**src/rtl/dma_mem_arbiter_if.sv**
```systemverilog
// Avalon-MM single-word master bus between the DMA arbiter and the memory slave.
// Burst length is always 1 and all byte lanes are enabled, so no byteenable/burstcount.
interface dma_mem_arbiter_if;
   logic [31:0] mem_address;
   logic [31:0] mem_writedata;
   logic        mem_read;
   logic        mem_write;
   logic        mem_waitrequest;
   logic [31:0] mem_readdata;
   logic        mem_readdatavalid;

   modport master (
      output mem_address,
      output mem_writedata,
      output mem_read,
      output mem_write,
      input  mem_waitrequest,
      input  mem_readdata,
      input  mem_readdatavalid
   );

   modport slave (
      input  mem_address,
      input  mem_writedata,
      input  mem_read,
      input  mem_write,
      output mem_waitrequest,
      output mem_readdata,
      output mem_readdatavalid
   );
endinterface

```
**src/rtl/dma_mem_arbiter.sv**
```systemverilog
// Two-channel round-robin arbiter feeding single-word DMA requests onto one Avalon-MM master,
// with one outstanding transaction at a time and a read-response timeout.
module dma_mem_arbiter #(
   parameter int TIMEOUT = 1023
) (
   input  logic              clk_sys,
   input  logic              reset,
   input  logic              ch0_rd,
   input  logic              ch0_wr,
   input  logic [31:0]       ch0_addr,
   input  logic [31:0]       ch0_wdata,
   output logic              ch0_busy,
   output logic [31:0]       ch0_rdata,
   output logic              ch0_err,
   input  logic              ch1_rd,
   input  logic              ch1_wr,
   input  logic [31:0]       ch1_addr,
   input  logic [31:0]       ch1_wdata,
   output logic              ch1_busy,
   output logic [31:0]       ch1_rdata,
   output logic              ch1_err,
   dma_mem_arbiter_if.master mem
);

   typedef enum logic [1:0] {IDLE, ISSUE, RDWAIT} state_t;

   localparam logic [9:0] TIMEOUT_LAST = 10'(TIMEOUT - 1);

   state_t           state, state_nxt;
   logic [1:0]       slot_valid, slot_is_wr, err_q;
   logic [1:0][31:0] slot_addr, slot_wdata, rdata_q;
   logic [1:0]       strobe_rd, strobe_wr;
   logic [1:0][31:0] strobe_addr, strobe_wdata;
   logic             grant, grant_nxt, last_grant, last_grant_nxt, pick;
   logic [9:0]       wait_cnt, wait_cnt_nxt;
   logic             mem_read_q, mem_read_nxt, mem_write_q, mem_write_nxt;
   logic [31:0]      mem_address_q, mem_address_nxt, mem_writedata_q, mem_writedata_nxt;
   logic             done_wr, done_rd, done_timeout;

   assign strobe_rd    = {ch1_rd, ch0_rd};
   assign strobe_wr    = {ch1_wr, ch0_wr};
   assign strobe_addr  = {ch1_addr, ch0_addr};
   assign strobe_wdata = {ch1_wdata, ch0_wdata};

   assign ch0_busy  = slot_valid[0];
   assign ch1_busy  = slot_valid[1];
   assign ch0_rdata = rdata_q[0];
   assign ch1_rdata = rdata_q[1];
   assign ch0_err   = err_q[0];
   assign ch1_err   = err_q[1];

   assign mem.mem_read      = mem_read_q;
   assign mem.mem_write     = mem_write_q;
   assign mem.mem_address   = mem_address_q;
   assign mem.mem_writedata = mem_writedata_q;

   // State and bus command registers; the command is registered so it stays put under waitrequest.
   always_ff @(posedge clk_sys or posedge reset) begin
      if (reset) begin
         state           <= IDLE;
         grant           <= 1'b0;
         last_grant      <= 1'b1;
         wait_cnt        <= '0;
         mem_read_q      <= 1'b0;
         mem_write_q     <= 1'b0;
         mem_address_q   <= '0;
         mem_writedata_q <= '0;
      end else begin
         state           <= state_nxt;
         grant           <= grant_nxt;
         last_grant      <= last_grant_nxt;
         wait_cnt        <= wait_cnt_nxt;
         mem_read_q      <= mem_read_nxt;
         mem_write_q     <= mem_write_nxt;
         mem_address_q   <= mem_address_nxt;
         mem_writedata_q <= mem_writedata_nxt;
      end
   end

   // Ties go to the channel not granted last; a lone pending slot always wins.
   always_comb begin
      state_nxt         = state;
      grant_nxt         = grant;
      last_grant_nxt    = last_grant;
      wait_cnt_nxt      = wait_cnt;
      mem_read_nxt      = mem_read_q;
      mem_write_nxt     = mem_write_q;
      mem_address_nxt   = mem_address_q;
      mem_writedata_nxt = mem_writedata_q;
      done_wr           = 1'b0;
      done_rd           = 1'b0;
      done_timeout      = 1'b0;
      pick              = 1'b0;
      case (state)
         IDLE: begin
            if (|slot_valid) begin
               pick              = (slot_valid == 2'b11) ? ~last_grant : slot_valid[1];
               grant_nxt         = pick;
               last_grant_nxt    = pick;
               mem_read_nxt      = ~slot_is_wr[pick];
               mem_write_nxt     = slot_is_wr[pick];
               mem_address_nxt   = slot_addr[pick];
               mem_writedata_nxt = slot_wdata[pick];
               state_nxt         = ISSUE;
            end
         end
         ISSUE: begin
            if (!mem.mem_waitrequest) begin
               mem_read_nxt  = 1'b0;
               mem_write_nxt = 1'b0;
               wait_cnt_nxt  = '0;
               if (mem_write_q) begin
                  done_wr   = 1'b1;
                  state_nxt = IDLE;
               end else begin
                  state_nxt = RDWAIT;
               end
            end
         end
         RDWAIT: begin
            if (mem.mem_readdatavalid) begin
               done_rd   = 1'b1;
               state_nxt = IDLE;
            end else if (wait_cnt == TIMEOUT_LAST) begin
               done_timeout = 1'b1;
               state_nxt    = IDLE;
            end else begin
               wait_cnt_nxt = wait_cnt + 10'd1;
            end
         end
         default: state_nxt = IDLE;
      endcase
   end

   // A slot is only loaded while empty, so strobes during busy (including its last cycle) are dropped.
   always_ff @(posedge clk_sys or posedge reset) begin
      if (reset) begin
         slot_valid <= '0;
         slot_is_wr <= '0;
         slot_addr  <= '0;
         slot_wdata <= '0;
         rdata_q    <= '0;
         err_q      <= '0;
      end else begin
         for (int i = 0; i < 2; i++) begin
            if (!slot_valid[i] && (strobe_rd[i] || strobe_wr[i])) begin
               slot_valid[i] <= 1'b1;
               slot_is_wr[i] <= ~strobe_rd[i];
               slot_addr[i]  <= strobe_addr[i];
               slot_wdata[i] <= strobe_rd[i] ? 32'h0 : strobe_wdata[i];
            end
            if (grant == 1'(i)) begin
               if (done_wr) begin
                  slot_valid[i] <= 1'b0;
               end
               if (done_rd) begin
                  slot_valid[i] <= 1'b0;
                  rdata_q[i]    <= mem.mem_readdata;
                  err_q[i]      <= 1'b0;
               end
               if (done_timeout) begin
                  slot_valid[i] <= 1'b0;
                  rdata_q[i]    <= 32'hFFFF_FFFF;
                  err_q[i]      <= 1'b1;
               end
            end
         end
      end
   end

endmodule

```
**src/flat_wrapper.sv**
```systemverilog
// flat-port wrapper written by rule: the top's interface ports become plain ports
module dma_mem_arbiter_flat 
#(
   parameter int TIMEOUT = 1023
)
  (clk_sys, reset, ch0_rd, ch0_wr, ch0_addr, ch0_wdata, ch0_busy, ch0_rdata, ch0_err, ch1_rd, ch1_wr, ch1_addr, ch1_wdata, ch1_busy, ch1_rdata, ch1_err, mem_mem_address, mem_mem_writedata, mem_mem_read, mem_mem_write, mem_mem_waitrequest, mem_mem_readdata, mem_mem_readdatavalid);
  dma_mem_arbiter_if mem_i ();
  input  logic clk_sys;
  input  logic reset;
  input  logic ch0_rd;
  input  logic ch0_wr;
  input  logic [31:0] ch0_addr;
  input  logic [31:0] ch0_wdata;
  output logic ch0_busy;
  output logic [31:0] ch0_rdata;
  output logic ch0_err;
  input  logic ch1_rd;
  input  logic ch1_wr;
  input  logic [31:0] ch1_addr;
  input  logic [31:0] ch1_wdata;
  output logic ch1_busy;
  output logic [31:0] ch1_rdata;
  output logic ch1_err;
  output wire logic [$bits(mem_i.mem_address)-1:0] mem_mem_address;
  output wire logic [$bits(mem_i.mem_writedata)-1:0] mem_mem_writedata;
  output wire logic [$bits(mem_i.mem_read)-1:0] mem_mem_read;
  output wire logic [$bits(mem_i.mem_write)-1:0] mem_mem_write;
  input wire logic [$bits(mem_i.mem_waitrequest)-1:0] mem_mem_waitrequest;
  input wire logic [$bits(mem_i.mem_readdata)-1:0] mem_mem_readdata;
  input wire logic [$bits(mem_i.mem_readdatavalid)-1:0] mem_mem_readdatavalid;
  assign mem_mem_address = mem_i.mem_address;
  assign mem_mem_writedata = mem_i.mem_writedata;
  assign mem_mem_read = mem_i.mem_read;
  assign mem_mem_write = mem_i.mem_write;
  assign mem_i.mem_waitrequest = mem_mem_waitrequest;
  assign mem_i.mem_readdata = mem_mem_readdata;
  assign mem_i.mem_readdatavalid = mem_mem_readdatavalid;
  dma_mem_arbiter #(.TIMEOUT(TIMEOUT)) u_core (.clk_sys(clk_sys), .reset(reset), .ch0_rd(ch0_rd), .ch0_wr(ch0_wr), .ch0_addr(ch0_addr), .ch0_wdata(ch0_wdata), .ch0_busy(ch0_busy), .ch0_rdata(ch0_rdata), .ch0_err(ch0_err), .ch1_rd(ch1_rd), .ch1_wr(ch1_wr), .ch1_addr(ch1_addr), .ch1_wdata(ch1_wdata), .ch1_busy(ch1_busy), .ch1_rdata(ch1_rdata), .ch1_err(ch1_err), .mem(mem_i));
endmodule
```
**config.mk**
```make
export PLATFORM = sky130hd
export DESIGN_NAME = dma_mem_arbiter_flat
export DESIGN_NICKNAME = d
export VERILOG_FILES = /design/src/rtl/dma_mem_arbiter_if.sv /design/src/rtl/dma_mem_arbiter.sv /design/src/flat_wrapper.sv
export SDC_FILE = /design/constraint.sdc
export NUM_CORES = 1
export LEC_CHECK = 0
export ABC_AREA = 0
export CAP_MARGIN = 0
export CORE_MARGIN = 3
export CORE_UTILIZATION = 50
export CTS_CLUSTER_SIZE = 25
export DETAILED_ROUTE_END_ITERATION = 10
export PLACE_DENSITY = 0.81
export SLEW_MARGIN = 25
export SYNTH_ARGS = -nofsm -noshare
export SYNTH_HDL_FRONTEND = slang
export SYNTH_SLANG_ARGS = --single-unit
```
**constraint.sdc**
```tcl
create_clock -name clk_sys -period 9.5 [get_ports clk_sys]
set_input_delay 0.95 -clock clk_sys [delete_from_list [all_inputs] [get_ports clk_sys]]
set_output_delay 0.95 -clock clk_sys [all_outputs]
set_load 0.02 [all_outputs]
```
=== Word-level counts from Yosys, hierarchy flattened ===
Cells that the tools add are included.

* Register bits after elaboration: 278
* Input port bits: 168
* Output and inout port bits: 134

* $add $sub $neg: 1
* Order comparisons: 1
* Eq/ne operators: 9
* Multiplexer cells: 46
* Bitwise gates (word level): 5
* Reduce and logical (&&, ||, !) cells: 17

{| class="wikitable"
|+ Operator list
! kind !! number
|-
| 32-bit two-way mux || 8
|-
| 10-bit two-way mux || 3
|-
| 1-bit two-way mux || 26
|-
| 10-bit case mux with 2 select lines || 1
|-
| 10-bit by 1-bit adder with 10-bit output, second input constant || 1
|-
| 10-bit equality test, second input constant || 1
|-
| 2-bit two-way mux || 5
|-
| 2-bit != test, second input constant || 3
|-
| 2-bit case mux with 3 select lines || 1
|-
| 2-bit AND reduction || 3
|-
| 3-bit AND reduction || 2
|-
| 2-bit nonzero test || 3
|-
| 1-bit NOT || 5
|-
| 2-bit equality test, second input constant || 2
|-
| 1-bit case mux with 2 select lines || 2
|-
| 4-bit AND reduction || 1
|-
| 3-bit by 2-bit != test with 1-bit output, second input constant || 1
|-
| 2-bit by 1-bit equality test with 1-bit output, second input constant || 1
|-
| 1-bit logical AND || 2
|-
| 1-bit logical NOT || 2
|-
| 2-bit logical NOT || 1
|-
| 1-bit logical OR || 2
|-
| 1-bit by 2-bit less-than comparator with 1-bit output, second input constant || 1
|-
| 2-bit by 1-bit != test with 1-bit output, second input constant || 1
|-
| 2-bit OR reduction || 1
|}

=== Logic depth before layout (Yosys ltp) ===
Gate-level depths: netlist of the first run.

* Depth after elaboration: 7
* Mapped depth: 7

=== Least setup slack after synthesis of the first run ===
OpenSTA, ideal clock, no wires.

* Path kind: input -> register
* From: in mem_mem_readdatavalid
* To: reg u_core.wait_cnt[1]
* Arrival time: 1.988 ns
* Path slack: 7.387 ns
* Stages on the path: 4
* Path buffers: 1
* Cell sequence: or3b_1 -> buf_2 -> o21ai_4 -> mux2_2

* Word-level cells in the longest chain between the ends: 2

{| class="wikitable"
|+ RTL lines
! what !! RTL line !! text
|-
| from (decl) || flat_wrapper.sv:30 || <nowiki>input wire logic [$bits(mem_i.mem_readdatavalid)-1:0] mem_mem_readdatavalid;</nowiki>
|-
| 2-bit != test (no line) || - ||
|-
| 4-bit AND reduction (no line) || - ||
|-
| to (signal assigned) || dma_mem_arbiter.sv:72 || <nowiki>wait_cnt <= wait_cnt_nxt;</nowiki>
|-
| to (decl) || dma_mem_arbiter.sv:35 || <nowiki>logic [9:0] wait_cnt, wait_cnt_nxt;</nowiki>
|}

Every way passes these cells.
A chain may end at the register's enable or synchronous reset.

=== Worst setup path after layout of the first run ===
* From: reg u_core.slot_valid[1]
* To: out ch1_busy

{| class="wikitable"
|+ RTL lines
! what !! RTL line !! text
|-
| from (decl) || dma_mem_arbiter.sv:30 || <nowiki>logic [1:0] slot_valid, slot_is_wr, err_q;</nowiki>
|-
| from (signal assigned) || dma_mem_arbiter.sv:138 || <nowiki>slot_valid <= '0;</nowiki>
|-
| from (signal, indexed assignment) || dma_mem_arbiter.sv:147 || <nowiki>slot_valid[i] <= 1'b1;</nowiki>
|-
| from (signal, indexed assignment) || dma_mem_arbiter.sv:154 || <nowiki>slot_valid[i] <= 1'b0;</nowiki>
|-
| to (decl) || flat_wrapper.sv:21 || <nowiki>output logic ch1_busy;</nowiki>
|}

No word-level cell between the ends.

==> reports/metrics.cfg, run 1 <==
[status]
status = completed

[floorplanning]
fp-row-count = 56
die_area_um2 = 26000
die_y_um = 161
pin_count = 302
core_area_um2 = 23600
fp.dieW_um = 161
start_util_pct = 51.1

[setup_path]
crit_fanout = 7
worstReg2RegStart = u_core.slot_valid[1]
cp_top_family = buffers and inverters
cp.arrival_ps = 1800
cp-start-kind = register
crit_start = u_core.slot_valid[1]
cp.required_ps = 8550
worstPathCellList = clkdlybuf4s50_1
crit_type = reg2out
worstSetupEndpointType = output port
critPathSlowestCell = clkdlybuf4s50_1
crit_buf_inv = 1
critPathMaxStageDelay_ps = 730

[sta]
fin_crit_ps = 2750
fmax_mhz = 364
tightest_slew_ps = 884
rsz0062_at_grt = false
relSlewSlack_pct = 41.1
finalSetupTns_ps = 0
post-route-period-util_pct = 29.0
setup_ws_ps = 6750
slew_violations = 0
setup_violations = 0
hold_violations = 0
fin_skew_ps = 6.96

[clocking]
cts.htree.levels = 1
cts_max_path_buffers = 3
cts_tree = built
root_buffer = clkbuf_16
post-cts-setup-buffers = 0
clk_pin_slew_ps = 60
cts.sinks = 278
ctsResizeCount = 0
clkLatencyLatePin_ps = 530
ctsHoldBuffers = 0
numCtsBuffers = 29

[yosys]
ys_types = 46
synthXorXnorAreaFrac_pct = 0
syn_area_um2 = 12100
ys_seq_area_share_pct = 57.7
synth-simple-area-share_pct = 11.7
synth_cells = 983
yosysWarnings = 0
synth_top_family_by_area = compound AO/OA/AOI/OAI gates
ys_async_sr_fraction_pct = 100
yosys_most_used_dff = dfrtp_1
synth_edf_count = 0
synth_seq_cells = 278
syn_area_per_cell_um2 = 12.3
synthAdderAreaFrac_pct = 0.207
synth_nets = 1153
synth_mux_area_share_pct = 11.5
synth_compound_area_share_pct = 15.6

[final_layout]
layout_common_cells = clkdlybuf4s50_1 (301), dfrtp_1 (277), nand2_1 (141), o21ai_0 (135)
regArea_um2 = 6960
stdcell_count = 1607
fill_cells = 1721
fin_nets = 1435
multi_input_area_um2 = 4750
final_common_cell = clkdlybuf4s50_1
drive_gt1_share_pct = 18.0
area_delta_synth_final_pct = 35.1

[global_route]
grt_start_max_net_pins = 142
gr-total-overflow = 0
grt_pass1_vias = 8866
antenna_found_initial = 1
grt_pass1_wl_um = 48000
track_usage_pct = 22.8

[placement]
portBuffers = 301
dp_cells = 1553
gp_congestion = 0.858
preCtsSetupSlack_ps = 6230
dpl.hpwl_um = 20300

[route]
via_per_inst = 5.28
drt_pass1_iterations = 5
drc_errors = 0
vias = 8492
wl_per_cell_um = 18.7
ant_nets = 0
drtIter0Drc = 504
wl_um = 30100

[power_and_ir_drop]
p_total_mw = 5.45
p_leak_nw = 7.01
p_per_area_nw_per_um2 = 334
ir_worst_vdd_uv = 168

[run]
cap_violations = 0

[hold_path]
min-delay-start = u_core.slot_wdata[3]
hp-class = reg2reg

-- synthesized netlist by cell type (2+ instances only) --
cell / n / area, um^2
o21bai_2: 2 / 22.5
a31oi_4: 2 / 42.5
inv_1: 3 / 11.3
o21a_1: 3 / 22.5
o21ai_0: 135 / 676
buf_2: 20 / 100
dfrtp_1: 277 / 6930
nor2b_1: 9 / 56.3
mux2_2: 65 / 732
nand4_1: 2 / 12.5
clkbuf_1: 27 / 101
a2bb2oi_1: 4 / 35.0
a31oi_1: 6 / 37.5
nor3_4: 2 / 32.5
and2b_2: 24 / 210
nand2b_1: 64 / 400
buf_6: 12 / 135
and3_2: 2 / 15.0
nor2_1: 5 / 18.8
buf_4: 5 / 37.5
mux2i_1: 65 / 651
and4_4: 2 / 22.5
and3_1: 2 / 12.5
ha_1: 2 / 25.0
nor3_1: 3 / 15.0
o41ai_1: 2 / 17.5
nand3_1: 6 / 30.0
nor2_2: 2 / 12.5
a21oi_1: 13 / 65.1
a2bb2oi_2: 60 / 901
nand2_1: 141 / 529
a21o_1: 2 / 15.0
-- logic make-up (layout without fill, tap and decap cells) --
family	Yosys count	after routing
multiplexers	130	130
adder cells (fa/ha/maj)	2	2
flip-flops	278	278
other	0	1
AND/OR/NAND/NOR	269	269
buffers and inverters	69	373
AO/OA/AOI/OAI	235	235
-- where the power goes --
part	internal, mW	switching (mW)	total, mW
clock	0.699	0.456	1.15
sequential	1.72	0.337	2.06
combinational	1.13	1.10	2.23
-- final timing paths --
check                      cells after the start  slack (ps)                           to
max                                            1        6750                     ch1_busy
min                                            2         480         u_core.slot_wdata[3]
max reg2reg                                    4        7200   u_core.mem.mem_address[20]
min reg2reg                                    2         480         u_core.slot_wdata[3]
max in group asynchronous                      3        7110  u_core.mem.mem_writedata[7]
min in group asynchronous                      2         910         u_core.slot_addr[34]
-- registers in the layout, indices dropped and copies added (netlist names), 2 cells and up --
name	count
u_core.ch0_rdata	32
u_core.ch1_rdata	32
u_core.err_q	2
u_core.mem.mem_address	32
u_core.mem.mem_writedata	32
u_core.slot_addr	64
u_core.slot_is_wr	2
u_core.slot_valid	2
u_core.slot_wdata	64
u_core.state	2
u_core.wait_cnt	10
-- layer usage --
metal / vias to the layer above / wire, um / global-route usage [%]
li1: 3987 / - / -
met1: 4151 / 12600 / 29.7
met2: 301 / 14300 / 37.6
met3: 53 / 2370 / 6.54
met4: 0 / 874 / 6.69
met5: - / 0 / 0
-- per-stage QoR --
step,area (um^2),hold WS (ps),util [%]
global placement,15200,460,64.6
detailed placement,15300,469,64.8
finish,16300,479,69.0
CTS,16300,482,69.0
floorplan,12100,449,-
global route,16300,498,69.0
-- layout make-up --
type                    count  area share (%)
diodes                      1          0.0154
clock buffers              44            5.47
clock inverters             9           0.622
inverters                   3           0.146
multi-input cells         636            29.1
flip-flops and latches    278            42.7
well taps                 319            2.45
repair buffers            317            19.5
Power figures use the tool's default switching activity.
==> run 2: changes to the inputs <==
- CORE_UTILIZATION: 50 -> 45
- PLACE_DENSITY: 0.81 -> 0.77
- clock period: 9.5 -> 2.4 ns (I/O delays scaled with it)
==> run 2 against run 1 <==
Combinational power increased to 4.0 times the previous value. Cell count increased by 1.4%. First-iteration DRC count decreased by 22%. Final area increased by 1.5%. Sequential share of layout area decreased by 0.63 points.
==> reports/metrics.cfg, run 2 (synthesis results as in run 1) <==
[global_route]
grt_start_max_net_pins = 129
track_usage_pct = 20.7
antenna_found_initial = 2
grt_pass1_wl_um = 48200
grt_pass1_vias = 8849
gr-total-overflow = 0

[sta]
post-route-period-util_pct = 85.0
fin_skew_ps = 14.4
slew_violations = 0
tightest_slew_ps = 571
hold_violations = 0
fmax_mhz = 490
setup_violations = 0
fin_crit_ps = 2040
rsz0062_at_grt = false
relSlewSlack_pct = 61.9

[hold_path]
hp-class = in2async

[power_and_ir_drop]
ir_worst_vdd_uv = 916
p_leak_nw = 7.09
p_per_area_nw_per_um2 = 1330

[final_layout]
area_delta_synth_final_pct = 37.1
drive_gt1_share_pct = 18.5
final_common_cell = clkdlybuf4s50_1
fill_cells = 1993
fin_nets = 1444
final_util_pct = 63.1
reg_top3 = u_core.slot_addr x64, u_core.slot_wdata x64
layout_common_cells = clkdlybuf4s50_1 (301), dfrtp_1 (277), nand2_1 (141), o21ai_0 (135)
stdcell_count = 1630

[floorplanning]
fp.dieW_um = 170
die_y_um = 170
fp-row-count = 59
core_area_um2 = 26200
pin_count = 302
start_util_pct = 46.0
die_area_um2 = 28800

[setup_path]
cp.required_ps = 2160
worstSetupEndpointType = output port
critPathMaxStageDelay_ps = 730
cp-start-kind = register
cp.arrival_ps = 1800
crit_buf_inv = 1
crit_fanout = 7
critPathSlowestCell = clkdlybuf4s50_1
crit_type = reg2out
cp_top_family = buffers and inverters
worstPathCellList = clkdlybuf4s50_1

[route]
vias = 8563
via_per_inst = 5.25
drt_pass1_iterations = 4
wl_um = 30600
drtIter0Drc = 395
ant_nets = 0
drc_errors = 0
wl_per_cell_um = 18.8

[run]
cap_violations = 0

[clocking]
cts.htree.levels = 1
clkLatencyLatePin_ps = 550
post-cts-setup-buffers = 0
ctsResizeCount = 0
cts.sinks = 278
clk_pin_slew_ps = 60
cts_max_path_buffers = 3
cts_tree = built
ctsHoldBuffers = 0
numCtsBuffers = 30
root_buffer = clkbuf_16

[placement]
portBuffers = 301
gp_congestion = 0.871
dp_cells = 1577
dpl.hpwl_um = 20700

[status]
status = completed

-- run 2: cell types whose count changed in the layout (fill, tap and decap cells not counted), moves of 2 or more --
cell	before	now
buf_12	0	13
clkbuf_8	11	7
buf_16	2	0
buf_4	13	11
bufinv_16	2	4
clkbuf_16	29	31
clkinv_2	5	3
clkinvlp_4	1	3
-- run 2: final cells by class --
cell class	count	area [um^2]	area share (%)
diodes	1	2.50	0.0151
clock buffers	42	887	5.36
clock inverters	10	159	0.960
inverters	3	15.0	0.0908
multi-input cells	636	4750	28.7
flip-flops and latches	278	6960	42.1
well taps	335	419	2.53
repair buffers	325	3360	20.3
-- run 2: power by group --
group / internal [mW] / leakage, nW / switching [mW]
Sequential: 6.82 / 3.43 / 1.33
Combinational: 4.54 / 3.16 / 4.39
Clock: 2.98 / 0.510 / 1.85
-- run 2: worst paths after layout --
check / startpoint / depth (start not counted) / to / slack [ps]
setup reg to reg: u_core.wait_cnt[0] / 6 / u_core.wait_cnt[1] / 510
min in group clk_sys: ch1_wdata[0] / 3 / u_core.slot_wdata[32] / 250
hold reg to reg: u_core.mem.mem_writedata[2] / 2 / u_core.mem.mem_writedata[2] / 470
hold / removal: reset / 3 / u_core.mem.mem_address[7] / 170
setup / recovery: u_core.slot_valid[1] / 1 / ch1_busy / 360
max in group asynchronous: reset / 4 / u_core.slot_wdata[55] / 1680
-- run 2: metal layers --
metal / vias up / part of all wire, % / track usage (%)
met2: 298 / 48 / 34.8
li1: 4010 / - / -
met3: 44 / 8.3 / 6.10
met4: 2 / 2.4 / 5.37
met5: - / 0.043 / 0
met1: 4209 / 42 / 26.5
-- run 2: metrics by stage --
step                total power, mW  instance area [um^2]  setup slack [ps]  hold WS (ps)  TNS [ps]
detailed placement             17.3                 15500               442           469         0
global placement               16.9                 15500               470           460         0
floorplan                      13.5                 12100             -1520           387   -421170
CTS                            22.2                 16500               314           164         0
finish                         21.9                 16500               360           170         0
global route                   23.2                 16500               295           194         0
==> run 3: changes to the inputs <==
- CORE_UTILIZATION: 45 -> 50
- PLACE_DENSITY: 0.77 -> 0.81
- clock period: 2.4 -> 2.1 ns (I/O delays scaled with it)
==> run 3 against run 2 <==
Critical endpoint is now ch0_busy. Die area down 9.7%. Utilization up 7.1 points. Register-to-register slack worse by 340 ps. Highest routed layer unchanged. Clock-buffer cell count down 3. Worst hold slack worse by 110 ps. Power up 15%. Non-clock buffer count up 6.
==> reports/metrics.cfg, run 3 (synthesis results as in run 1) <==
[status]
status = completed

[final_layout]
multi_input_area_um2 = 4750
fill_cells = 1697
fin_nets = 1449
regArea_um2 = 6960
final_util_pct = 70.2
num_antenna_cells = 0
area_delta_synth_final_pct = 37.4
drive_gt1_share_pct = 18.8
reg_top3 = u_core.slot_addr x64, u_core.slot_wdata x64
final_common_cell = clkdlybuf4s50_1
layout_common_cells = clkdlybuf4s50_1 (301), dfrtp_1 (277), nand2_1 (141), o21ai_0 (135)
stdcell_count = 1618

[sta]
setup_violations = 0
tightest_slew_ps = 525
hold_violations = 0
fmax_mhz = 503
fin_crit_ps = 1990
relSlewSlack_pct = 65.0
fin_skew_ps = 11.8
post-route-period-util_pct = 94.6
rsz0062_at_grt = false
slew_violations = 0

[setup_path]
worstReg2RegStart = u_core.wait_cnt[0]
worstSetupEndpointType = output port
worstPathCellList = clkdlybuf4s50_1
cp.arrival_ps = 1780
reg2reg_depth = 7
cp-start-kind = register
crit_buf_inv = 1
crit_type = reg2out
critPathSlowestCell = clkdlybuf4s50_1
crit_fanout = 7
cp.required_ps = 1890
critPathMaxStageDelay_ps = 710
cp_top_family = buffers and inverters
reg2reg_to = u_core.ch0_rdata[2]
r2r_slack_ps = 170

[hold_path]
hp-class = in2async

[floorplanning]
fp-row-count = 56
fp.dieW_um = 161
die_area_um2 = 26000
start_util_pct = 51.1
core_area_um2 = 23600
pin_count = 302
die_y_um = 161

[clocking]
ctsResizeCount = 0
cts_tree = built
clkLatencyLatePin_ps = 530
post-cts-setup-buffers = 0
root_buffer = clkbuf_16
cts_max_path_buffers = 3
cts.sinks = 278
numCtsBuffers = 29
clk_pin_slew_ps = 60
cts.htree.levels = 1
ctsHoldBuffers = 0

[power_and_ir_drop]
ir_worst_vdd_uv = 849
power.share.sequential_pct = 36.8
p_int_mw = 16.5
p_per_area_nw_per_um2 = 1520
swShare_pct = 34.5
comb_power_share_pct = 41.8
switchingPower_mw = 8.72
p_clk_share_pct = 21.4
p_leak_nw = 7.13

[route]
via_per_inst = 5.32
ant_nets = 0
drt_pass1_iterations = 4
drtIter0Drc = 498
wl_per_cell_um = 19.2
vias = 8601
wl_um = 31000
drc_errors = 0

[run]
cap_violations = 0

[placement]
portBuffers = 301
gp_congestion = 0.797
dp_cells = 1567
dpl.hpwl_um = 21100

[global_route]
gr-total-overflow = 0
antenna_found_initial = 1
grt_start_max_net_pins = 115
grt_pass1_wl_um = 50100
track_usage_pct = 23.8
grt_pass1_vias = 9263

==> run 3: cell types whose count changed in the layout (fill, tap and decap cells not counted) <==
cell and change:
diode_2 -1, clkbuf_8 -1, bufinv_16 +1, clkinvlp_4 -2
clkinv_2 +3, buf_12 +4, buf_4 +2, clkbuf_16 -2
==> run 3: metrics by stage <==
stage	worst slack [ps]	area, um^2	power [mW]	hold slack (ps)	TNS, ps
CTS	65.3	16600	25.5	42.5	0
finish	113	16600	25.3	60.3	0
detailed placement	231	15600	20.0	469	0
global route	28.6	16600	26.7	66.8	0
floorplan	-1790	12100	15.5	357	-496230
global placement	249	15600	19.5	461	0
==> run 3: how the worst max path moves through the flow <==
stage	from	to	slack (ps)	cells after the start
after detailed placement	mem_mem_readdatavalid	u_core.wait_cnt[9]	230	5
after CTS	u_core.slot_valid[0]	ch0_busy	70	1
after floorplan	reset	u_core.ch0_rdata[0]	-1790	1
final	u_core.slot_valid[0]	ch0_busy	110	1
after global routing	u_core.slot_valid[0]	ch0_busy	30	1
after global placement	mem_mem_readdatavalid	u_core.wait_cnt[7]	250	5
==> run 3: area by class of cell <==
class	count	share of cell area [%]
inverters	3	0.0905
clock buffers	39	4.96
repair buffers	331	20.8
flip-flops and latches	278	42.0
multi-input cells	636	28.6
well taps	319	2.41
clock inverters	12	1.14
==> run 3: power groups by stage <==
stage / clock (mW) / combinational [mW] / sequential, mW
2_1_floorplan: 0 / 5.01 / 10.5
3_3_place_gp: 0 / 10.3 / 9.23
3_5_place_dp: 0 / 10.6 / 9.35
4_1_cts: 5.53 / 10.7 / 9.30
5_1_grt: 5.75 / 11.4 / 9.59
6_report: 5.40 / 10.6 / 9.31
==> run 3: layer usage <==
layer / vias to the layer above / routed length [um] / GRT usage, %
met4: 2 / 708 / 6.37
met1: 4259 / 12600 / 29.8
met2: 280 / 15200 / 40.8
met5: - / 13 / 0
met3: 50 / 2450 / 6.72
li1: 4010 / - / -
